**config.mk**
```make
export PLATFORM = sky130hd
export DESIGN_NAME = pwm_capture
export DESIGN_NICKNAME = d
export VERILOG_FILES = /design/src/rtl/pwm_capture.sv
export SDC_FILE = /design/constraint.sdc
export NUM_CORES = 1
export LEC_CHECK = 0
export ABC_AREA = 1
export CORE_MARGIN = 3
export CORE_UTILIZATION = 40
export DETAILED_ROUTE_END_ITERATION = 16
export PLACE_DENSITY = 0.65
export SLEW_MARGIN = 20
export SYNTH_ARGS = -nofsm -noshare
export SYNTH_HDL_FRONTEND = slang
export SYNTH_SLANG_ARGS = --single-unit
```
**constraint.sdc**
```tcl
create_clock -name clk -period 1.51 [get_ports clk]
set_clock_uncertainty 0.1 [all_clocks]
set_input_delay 0.302 -clock clk [delete_from_list [all_inputs] [get_ports clk]]
set_output_delay 0.302 -clock clk [all_outputs]
set_load 0.02 [all_outputs]
```
**src/rtl/pwm_capture.sv**
```systemverilog
// pwm_capture: measures high time and rise-to-rise period of an asynchronous
// PWM input in clk cycles. It publishes one measurement per complete period
// with a single-cycle strobe, and raises a stale flag when no rising edge
// arrives within TIMEOUT cycles.
// Optional build macro: GLITCH_FILTER_EN adds a FILTER_LEN-cycle glitch filter
// after the synchroniser.
module pwm_capture #(
  parameter int                CNT_W      = 27,
  parameter logic [CNT_W-1:0]  TIMEOUT    = 27'd100_000_000,
  parameter int                FILTER_LEN = 4
) (
  input  logic             clk,
  input  logic             rst_n,
  input  logic             pwm_in,
  output logic             level,
  output logic [CNT_W-1:0] high_cnt,
  output logic [CNT_W-1:0] period_cnt,
  output logic             meas_valid,
  output logic             stale
);

  // FILTER_LEN must fit the 4-bit run counter and be long enough to mean something.
  if (FILTER_LEN < 2 || FILTER_LEN > 15) begin : g_bad_filter_len
    $error("pwm_capture: FILTER_LEN must be in 2..15");
  end

  typedef enum logic [1:0] {
    IDLE = 2'd0,
    HIGH = 2'd1,
    LOW  = 2'd2
  } state_t;

  state_t           state_q, state_d;
  logic             s1_q, s1_d;
  logic             s2_q, s2_d;
  logic             prev_q, prev_d;
  logic             c;
  logic             rise, fall;
  logic [CNT_W-1:0] cnt_q, cnt_d;
  logic [CNT_W-1:0] high_lat_q, high_lat_d;
  logic [CNT_W-1:0] high_cnt_q, high_cnt_d;
  logic [CNT_W-1:0] period_cnt_q, period_cnt_d;
  logic             meas_valid_q, meas_valid_d;
  logic             stale_q, stale_d;

  // Synchroniser and edge-history next-state.
  always_comb begin
    s1_d   = pwm_in;
    s2_d   = s1_q;
    prev_d = c;
  end

  // Synchroniser and history registers.
  always_ff @(posedge clk) begin
    if (!rst_n) begin
      s1_q   <= 1'b0;
      s2_q   <= 1'b0;
      prev_q <= 1'b0;
    end else begin
      s1_q   <= s1_d;
      s2_q   <= s2_d;
      prev_q <= prev_d;
    end
  end

`ifdef GLITCH_FILTER_EN
  localparam logic [3:0] FILT_LAST = 4'(FILTER_LEN - 1);

  logic       filt_q, filt_d;
  logic [3:0] run_q, run_d;

  // Filter: follow s2 only after it has disagreed for FILTER_LEN cycles in a row.
  always_comb begin
    filt_d = filt_q;
    run_d  = 4'd0;
    if (s2_q != filt_q) begin
      if (run_q == FILT_LAST) begin
        filt_d = s2_q;
      end else begin
        run_d = run_q + 4'd1;
      end
    end
  end

  // Filter state registers.
  always_ff @(posedge clk) begin
    if (!rst_n) begin
      filt_q <= 1'b0;
      run_q  <= 4'd0;
    end else begin
      filt_q <= filt_d;
      run_q  <= run_d;
    end
  end

  assign c = filt_q;
`else
  assign c = s2_q;
`endif

  assign rise = c & ~prev_q;
  assign fall = ~c & prev_q;

  // Cycle counter: restarts at 1 on each rise, saturates at TIMEOUT.
  always_comb begin
    cnt_d = cnt_q;
    if (rise) begin
      cnt_d = CNT_W'(1);
    end else if (cnt_q != TIMEOUT) begin
      cnt_d = cnt_q + CNT_W'(1);
    end
  end

  // Measurement FSM. A rise takes priority over the timeout; the timeout takes
  // priority over a fall, so a saturated high time never reaches high_lat.
  always_comb begin
    state_d      = state_q;
    high_lat_d   = high_lat_q;
    high_cnt_d   = high_cnt_q;
    period_cnt_d = period_cnt_q;
    meas_valid_d = 1'b0;
    stale_d      = stale_q;
    if (rise) begin
      if (state_q == IDLE) begin
        // First rise only arms the measurement; nothing before it is trusted.
        state_d = HIGH;
      end else begin
        // HIGH cannot legally see a rise without a fall; handled as LOW.
        high_cnt_d   = high_lat_q;
        period_cnt_d = cnt_q;
        meas_valid_d = 1'b1;
        stale_d      = 1'b0;
        state_d      = HIGH;
      end
    end else if (cnt_q == TIMEOUT) begin
      stale_d = 1'b1;
      state_d = IDLE;
    end else if (fall && state_q == HIGH) begin
      high_lat_d = cnt_q;
      state_d    = LOW;
    end
  end

  // Counter, FSM and registered output flops.
  always_ff @(posedge clk) begin
    if (!rst_n) begin
      state_q      <= IDLE;
      cnt_q        <= '0;
      high_lat_q   <= '0;
      high_cnt_q   <= '0;
      period_cnt_q <= '0;
      meas_valid_q <= 1'b0;
      stale_q      <= 1'b0;
    end else begin
      state_q      <= state_d;
      cnt_q        <= cnt_d;
      high_lat_q   <= high_lat_d;
      high_cnt_q   <= high_cnt_d;
      period_cnt_q <= period_cnt_d;
      meas_valid_q <= meas_valid_d;
      stale_q      <= stale_d;
    end
  end

  assign level      = c;
  assign high_cnt   = high_cnt_q;
  assign period_cnt = period_cnt_q;
  assign meas_valid = meas_valid_q;
  assign stale      = stale_q;

endmodule

```
==> impl_metrics.yaml, run 1 <==
sta:
  whs_ns: 0.134
  fin_crit_ns: 1.68
  layout_setup_ws_ns: -0.171
  relSlewSlack_pct: 75.4
  tightestPinTransition_ns: 0.369
  slew_violations: 0
  setup-violations-final: 44
  hold_viol_final: 0
  max_freq_mhz: 595
  finalCritPeriodShare_pct: 111
  rsz0062_at_grt: "yes"
worst_setup_path:
  cp-end-kind: "flop"
  crit_path_max_fanout: 4
  worstPathRequired_ns: 1.72
  cp.buffers_inverters: 3
  crit_path_cell_trace: "inv_4, ha_4, nand2_2, nor2_1, nand2_1, nor2_4, buf_4, buf_4, nand3_2, o21ai_1, nor2_1"
  cp_top_family: "simple AND/OR/NAND/NOR gates"
  cpPeakStageDelay_ns: 0.36
  arrival_ns: 1.89
  startpoint_type: "flop"
  slowest_stage: "dfxtp_4"
  critPathKind: "reg2reg"
hold_path:
  min_path_type: "in2reg"
place:
  io_buffers: 59
  hpwl_um: 8500
  place_congestion: 0.862
  dpl_cell_area_um2: 5900
route:
  wl_um: 12600
  drc: 0
  drt.antenna.violating_nets: 0
  drtPass1Iterations: 5
  wire_per_inst_um: 13.7
  vias: 4558
  via_per_inst: 4.94
  drt_iter0_drc: 396
grt:
  grt_antenna_before_repair: 0
  grt_pass1_wl_um: 21100
  first_global_vias: 4346
  grt_start_max_net_pins: 88
  grt-ovfl-total: 0
  grtUsageTotal_pct: 20.0
synthesis:
  avgSynthCellArea_um2: 7.43
  synth_cell_type_count: 28
  syn_inst: 649
  ys_seq_area_share_pct: 47.8
  synth_fp_nets: 654
  ys_warn_count: 0
  synth_area_um2: 4820
  ys_seq_elements: 115
die:
  die_h_um: 116
  row_count: 39
  die_w_um: 116
  die_area_um2: 13400
  io_pins: 60
  initial_core_util_pct: 41.5
  core_area_um2: 11600
outcome:
  violations: "negative setup slack"
  status: "complete, but fails checks"
clock_tree:
  cts_made_buffers: 17
  clk_latency_ns: 0.42
  ctsHoldBuffers: 0
  ctsHtreeMaxLevel: 4
  cts.reportedPaths.clkPinSlew_ns: 0.06
  cts-root-buf: "clkbuf_16"
  cts_sinks: 115
  ctsLongestPathBuffers: 2
  cts_tree: "done"
cells_and_area:
  post-route-util_pct: 58.2
  seq_area_um2: 2310
  area_growth_pct: 40.1
  layout-drive-gt1-share_pct: 22.7
  fillers: 1064
  final_area_um2: 6750
  multi_input_area_um2: 2120
  antenna_cells: 0
  nNetsFinal: 772
power:
  power.total_mw: 7.33
  p_leak_nw: 2.78
  ir_worst_vdd_v: 0.000580
  powerDensity_nw_per_um2: 1090
run:
  maxCapViolCount: 0
==> state kept, by name (all words and copies together), names as in the netlist <==
signal and flops:
state_q 2, prev_q 1, level 1, high_cnt 27, meas_valid 1, s1_q 1, cnt_q 27, high_lat_q 27
stale 1, period_cnt 27
==> stage by stage <==
step | setup TNS, ns | instances | worst slack [ns]
2_1_floorplan | -0.242 | 649 | -0.0121
3_3_place_gp | -2.22 | 875 | -0.0835
3_5_place_dp | -4.13 | 875 | -0.147
4_1_cts | -3.78 | 919 | -0.149
5_1_grt | -8.90 | 922 | -0.268
6_report | -4.20 | 922 | -0.171
==> kinds of logic (layout without fill, tap and decap cells) <==
| group | after synthesis | count (layout) | share of synthesized area, % |
|---|---|---|---|
| and+or+nand+nor | 306 | 308 | 30.1 |
| buffers and inverters | 135 | 263 | 11.9 |
| DFF | 115 | 115 | 47.8 |
| AOI/OAI and AO/OA | 90 | 90 | 9.50 |
| adders and majority gates | 2 | 2 | 0.519 |
| xor gates and xnor gates | 1 | 1 | 0.182 |
==> synthesized netlist by cell type <==
| library cell | instances | area [µm²] |
|---|---|---|
| o31ai_1 | 1 | 7.51 |
| o21ai_1 | 17 | 85.1 |
| buf_6 | 6 | 67.6 |
| inv_2 | 4 | 15.0 |
| buf_4 | 2 | 15.0 |
| nor2_4 | 2 | 22.5 |
| xor2_1 | 1 | 8.76 |
| nand3_1 | 71 | 355 |
| ha_1 | 2 | 25.0 |
| inv_1 | 98 | 368 |
| clkbuf_1 | 6 | 22.5 |
| or2_2 | 1 | 6.26 |
| o21ai_0 | 48 | 240 |
| nand2_4 | 2 | 22.5 |
| buf_1 | 7 | 26.3 |
| nand4_1 | 34 | 213 |
| nor2_1 | 59 | 221 |
| dfxtp_1 | 115 | 2300 |
| nor4_4 | 1 | 21.3 |
| o211a_1 | 1 | 10.0 |
| nor3_1 | 6 | 30.0 |
| buf_2 | 12 | 60.1 |
| nand2_1 | 114 | 428 |
| nand3_4 | 1 | 17.5 |
| nand2_2 | 7 | 43.8 |
| nor2_2 | 6 | 37.5 |
| nor3_4 | 2 | 32.5 |
| a21oi_1 | 23 | 115 |
==> repair_timing <==
action | CTS | global route
setup buffers | 9 | 4
gates cloned | 4 | 0
endpoints found under the hold margin | 0 | 0
pin swaps | 11 | 9
gates resized for setup | 87 | 93
setup endpoints to repair | 99 | 153
==> cell usage in the layout, fill, tap and decap left out, drive strengths merged, types with 2 or more instances in the layout <==
cell type	netlist	routed
dlygate4sd2	0	6
buf	27	72
clkbuf	6	28
ha	2	2
clkdlybuf4s15	0	42
nand2	123	123
nand4	34	34
o21ai	65	65
nor3	8	8
nor2	67	67
dfxtp	115	115
nand3	72	74
bufinv	0	3
a21oi	23	23
inv	102	103
clkinvlp	0	6
clkinv	0	2
==> power breakdown <==
group          leakage, nW  internal [mW]  total, mW  switching [mW]
clock network        0.274           2.62       4.05            1.43
logic                 1.57         0.0729      0.214           0.141
registers            0.929           3.05       3.07          0.0142
total                 2.78           5.75       7.33            1.58
==> tightest hold or removal path, stage by stage <==
cell    delay [ns]
buf_2         0.12
inv_1         0.11
nor2_2        0.07
==> routing by layer <==
| metal | vias to the layer above | track usage (%) | part of all wire (%) |
|---|---|---|---|
| met1 | 2095 | 26.6 | 48 |
| met2 | 106 | 31.4 | 46 |
| met4 | 0 | 8.28 | 1.5 |
| met3 | 18 | 4.70 | 4.5 |
| met5 | - | 0 | 0 |
| li1 | 2339 | - | - |
==> final timing paths <==
check           start  cells after the start  slack (ns)         end
min reg2reg      s1_q                      2        0.31       level
max          cnt_q[0]                     11       -0.17    cnt_q[0]
min             rst_n                      3        0.13  meas_valid
max reg2reg  cnt_q[0]                     11       -0.17    cnt_q[0]
==> final cells by class <==
type | instances | share of cell area, %
clock buffers | 19 | 6.56
clock inverters | 12 | 2.33
inverters | 102 | 5.74
multi-input cells | 401 | 31.4
flip-flops and latches | 115 | 34.2
well taps | 143 | 2.65
repair buffers | 130 | 17.1
(Power assumes the default switching activity.)
==> inputs of run 2 (changes only) <==
--- a/config.mk
+++ b/config.mk
@@ -9,8 +9,9 @@
 export CORE_MARGIN = 3
 export CORE_UTILIZATION = 40
 export DETAILED_ROUTE_END_ITERATION = 16
+export GPL_ROUTABILITY_DRIVEN = 1
+export MAX_ROUTING_LAYER = met4
 export PLACE_DENSITY = 0.65
-export SLEW_MARGIN = 20
 export SYNTH_ARGS = -nofsm -noshare
 export SYNTH_HDL_FRONTEND = slang
 export SYNTH_SLANG_ARGS = --single-unit
==> impl_metrics.yaml, run 2 (synthesized netlist as in run 1, its figures left out) <==
cells_and_area:
  layout-drive-gt1-share_pct: 21.9
  final_common_cell: "dfxtp_1"
  nNetsFinal: 772
  final_cell_mix: "dfxtp_1, nand2_1, inv_1, nand3_1, buf_4"
  antenna_cells: 0
  area_growth_pct: 41.1
die:
  row_count: 39
  die_h_um: 116
  die_area_um2: 13400
  core_area_um2: 11600
  die_w_um: 116
  io_pins: 60
  initial_core_util_pct: 41.5
hold_path:
  min_path_type: "in2reg"
  whs_path_depth: 3
  worst_hold_startpoint: "rst_n"
  holdPathEnd: "meas_valid"
sta:
  finalCritPeriodShare_pct: 112
  slew_violations: 0
  hold_viol_final: 0
  layout_setup_ws_ns: -0.176
  relSlewSlack_pct: 74.9
  whs_ns: 0.177
  fin_crit_ns: 1.69
  setup-violations-final: 41
  tightestPinTransition_ns: 0.377
  max_freq_mhz: 593
  rsz0062_at_grt: "yes"
grt:
  first_global_vias: 4294
  grt_antenna_before_repair: 0
  grt_pass1_wl_um: 20700
  grt_start_max_net_pins: 88
  grtUsageTotal_pct: 20.2
  grt-ovfl-total: 0
route:
  drt_iter0_drc: 337
  via_per_inst: 4.96
  wl_um: 12700
  drtPass1Iterations: 5
  vias: 4565
  drc: 0
  wire_per_inst_um: 13.8
  drt.antenna.violating_nets: 0
worst_setup_path:
  startpoint_type: "flop"
  r2r-end: "high_lat_q[1]"
  cp-end-kind: "flop"
  r2r_cells: 12
  r2r_start: "cnt_q[0]"
  arrival_ns: 1.88
  critPathKind: "reg2reg"
  worstPathRequired_ns: 1.71
  crit_path_max_fanout: 7
  rrSetupSlack_ns: -0.18
clock_tree:
  cts_tree: "done"
  ctsLongestPathBuffers: 2
  cts_sinks: 115
  ctsHtreeMaxLevel: 4
  cts.reportedPaths.clkPinSlew_ns: 0.05
  clk_latency_ns: 0.41
  ctsHoldBuffers: 0
  cts-root-buf: "clkbuf_16"
  cts_made_buffers: 17
power:
  powerDensity_nw_per_um2: 1090
  p_leak_nw: 2.89
  ir_worst_vdd_v: 0.000562
  power.total_mw: 7.38
outcome:
  violations: "negative setup slack"
  status: "complete, but fails checks"
place:
  place_ws_ns: -0.159
  place_congestion: 0.854
  io_buffers: 59
  hpwl_um: 8480
run:
  maxCapViolCount: 0
run 2: area by class of cell:
type | count | area, µm²
Fill cell | 1034 | 4810
Timing Repair Buffer | 129 | 1150
Inverter | 102 | 390
Clock inverter | 4 | 95.1
Sequential cell | 115 | 2310
Multi-Input combinational cell | 402 | 2160
Tap cell | 143 | 179
Clock buffer | 26 | 509
run 2: how the worst max path moves through the flow:
| stage | start | end | slack [ns] |
|---|---|---|---|
| finish | cnt_q[0] | high_lat_q[1] | -0.18 |
| global route | cnt_q[15] | high_lat_q[1] | -0.25 |
| CTS | cnt_q[1] | high_lat_q[18] | -0.12 |
| detailed placement | cnt_q[1] | high_lat_q[10] | -0.16 |
| global placement | cnt_q[1] | high_lat_q[15] | -0.09 |
| floorplan | cnt_q[1] | high_lat_q[11] | -0.01 |
run 2: metal layers:
layer  track usage (%)  routed length (µm)  vias to the layer above
met5                 -                   0                        -
met4              6.42                 129                        0
met3              5.17                 673                       14
met2              30.0                5890                      115
met1              27.1                6060                     2105
li1                  -                   -                     2331
run 2: power breakdown:
part,switching [mW],internal (mW)
Combinational,0.144,0.0812
Sequential,0.0172,3.06
Clock,1.29,2.79
run 2: through the flow:
| stage | cells | instance area [µm²] | TNS [ns] | util [%] |
|---|---|---|---|---|
| after floorplan | 649 | 4840 | -0.242 | - |
| after global placement | 874 | 5910 | -2.33 | 50.9 |
| after detailed placement | 874 | 5910 | -5.43 | 50.9 |
| after CTS | 915 | 6590 | -2.24 | 56.8 |
| after global routing | 921 | 6800 | -7.62 | 58.5 |
| final | 921 | 6800 | -3.32 | 58.5 |
run 2: timing repair:
item	CTS	global route
buffers inserted	8	6
pin swaps	20	19
cloned	3	0
endpoints found under the setup margin	145	129
gates resized for setup	75	95
run 2: critical path, cell delays in order (launching register included):
cell and delay [ns]:
dfxtp_4 0.37, inv_4 0.06, ha_4 0.12, nand2_2 0.05
nor2_2 0.09, nand2_2 0.07, nor2_4 0.15, nand2_4 0.13
buf_6 0.15, nand3_4 0.12, nand2_1 0.08, inv_1 0.05
nor2_1 0.03
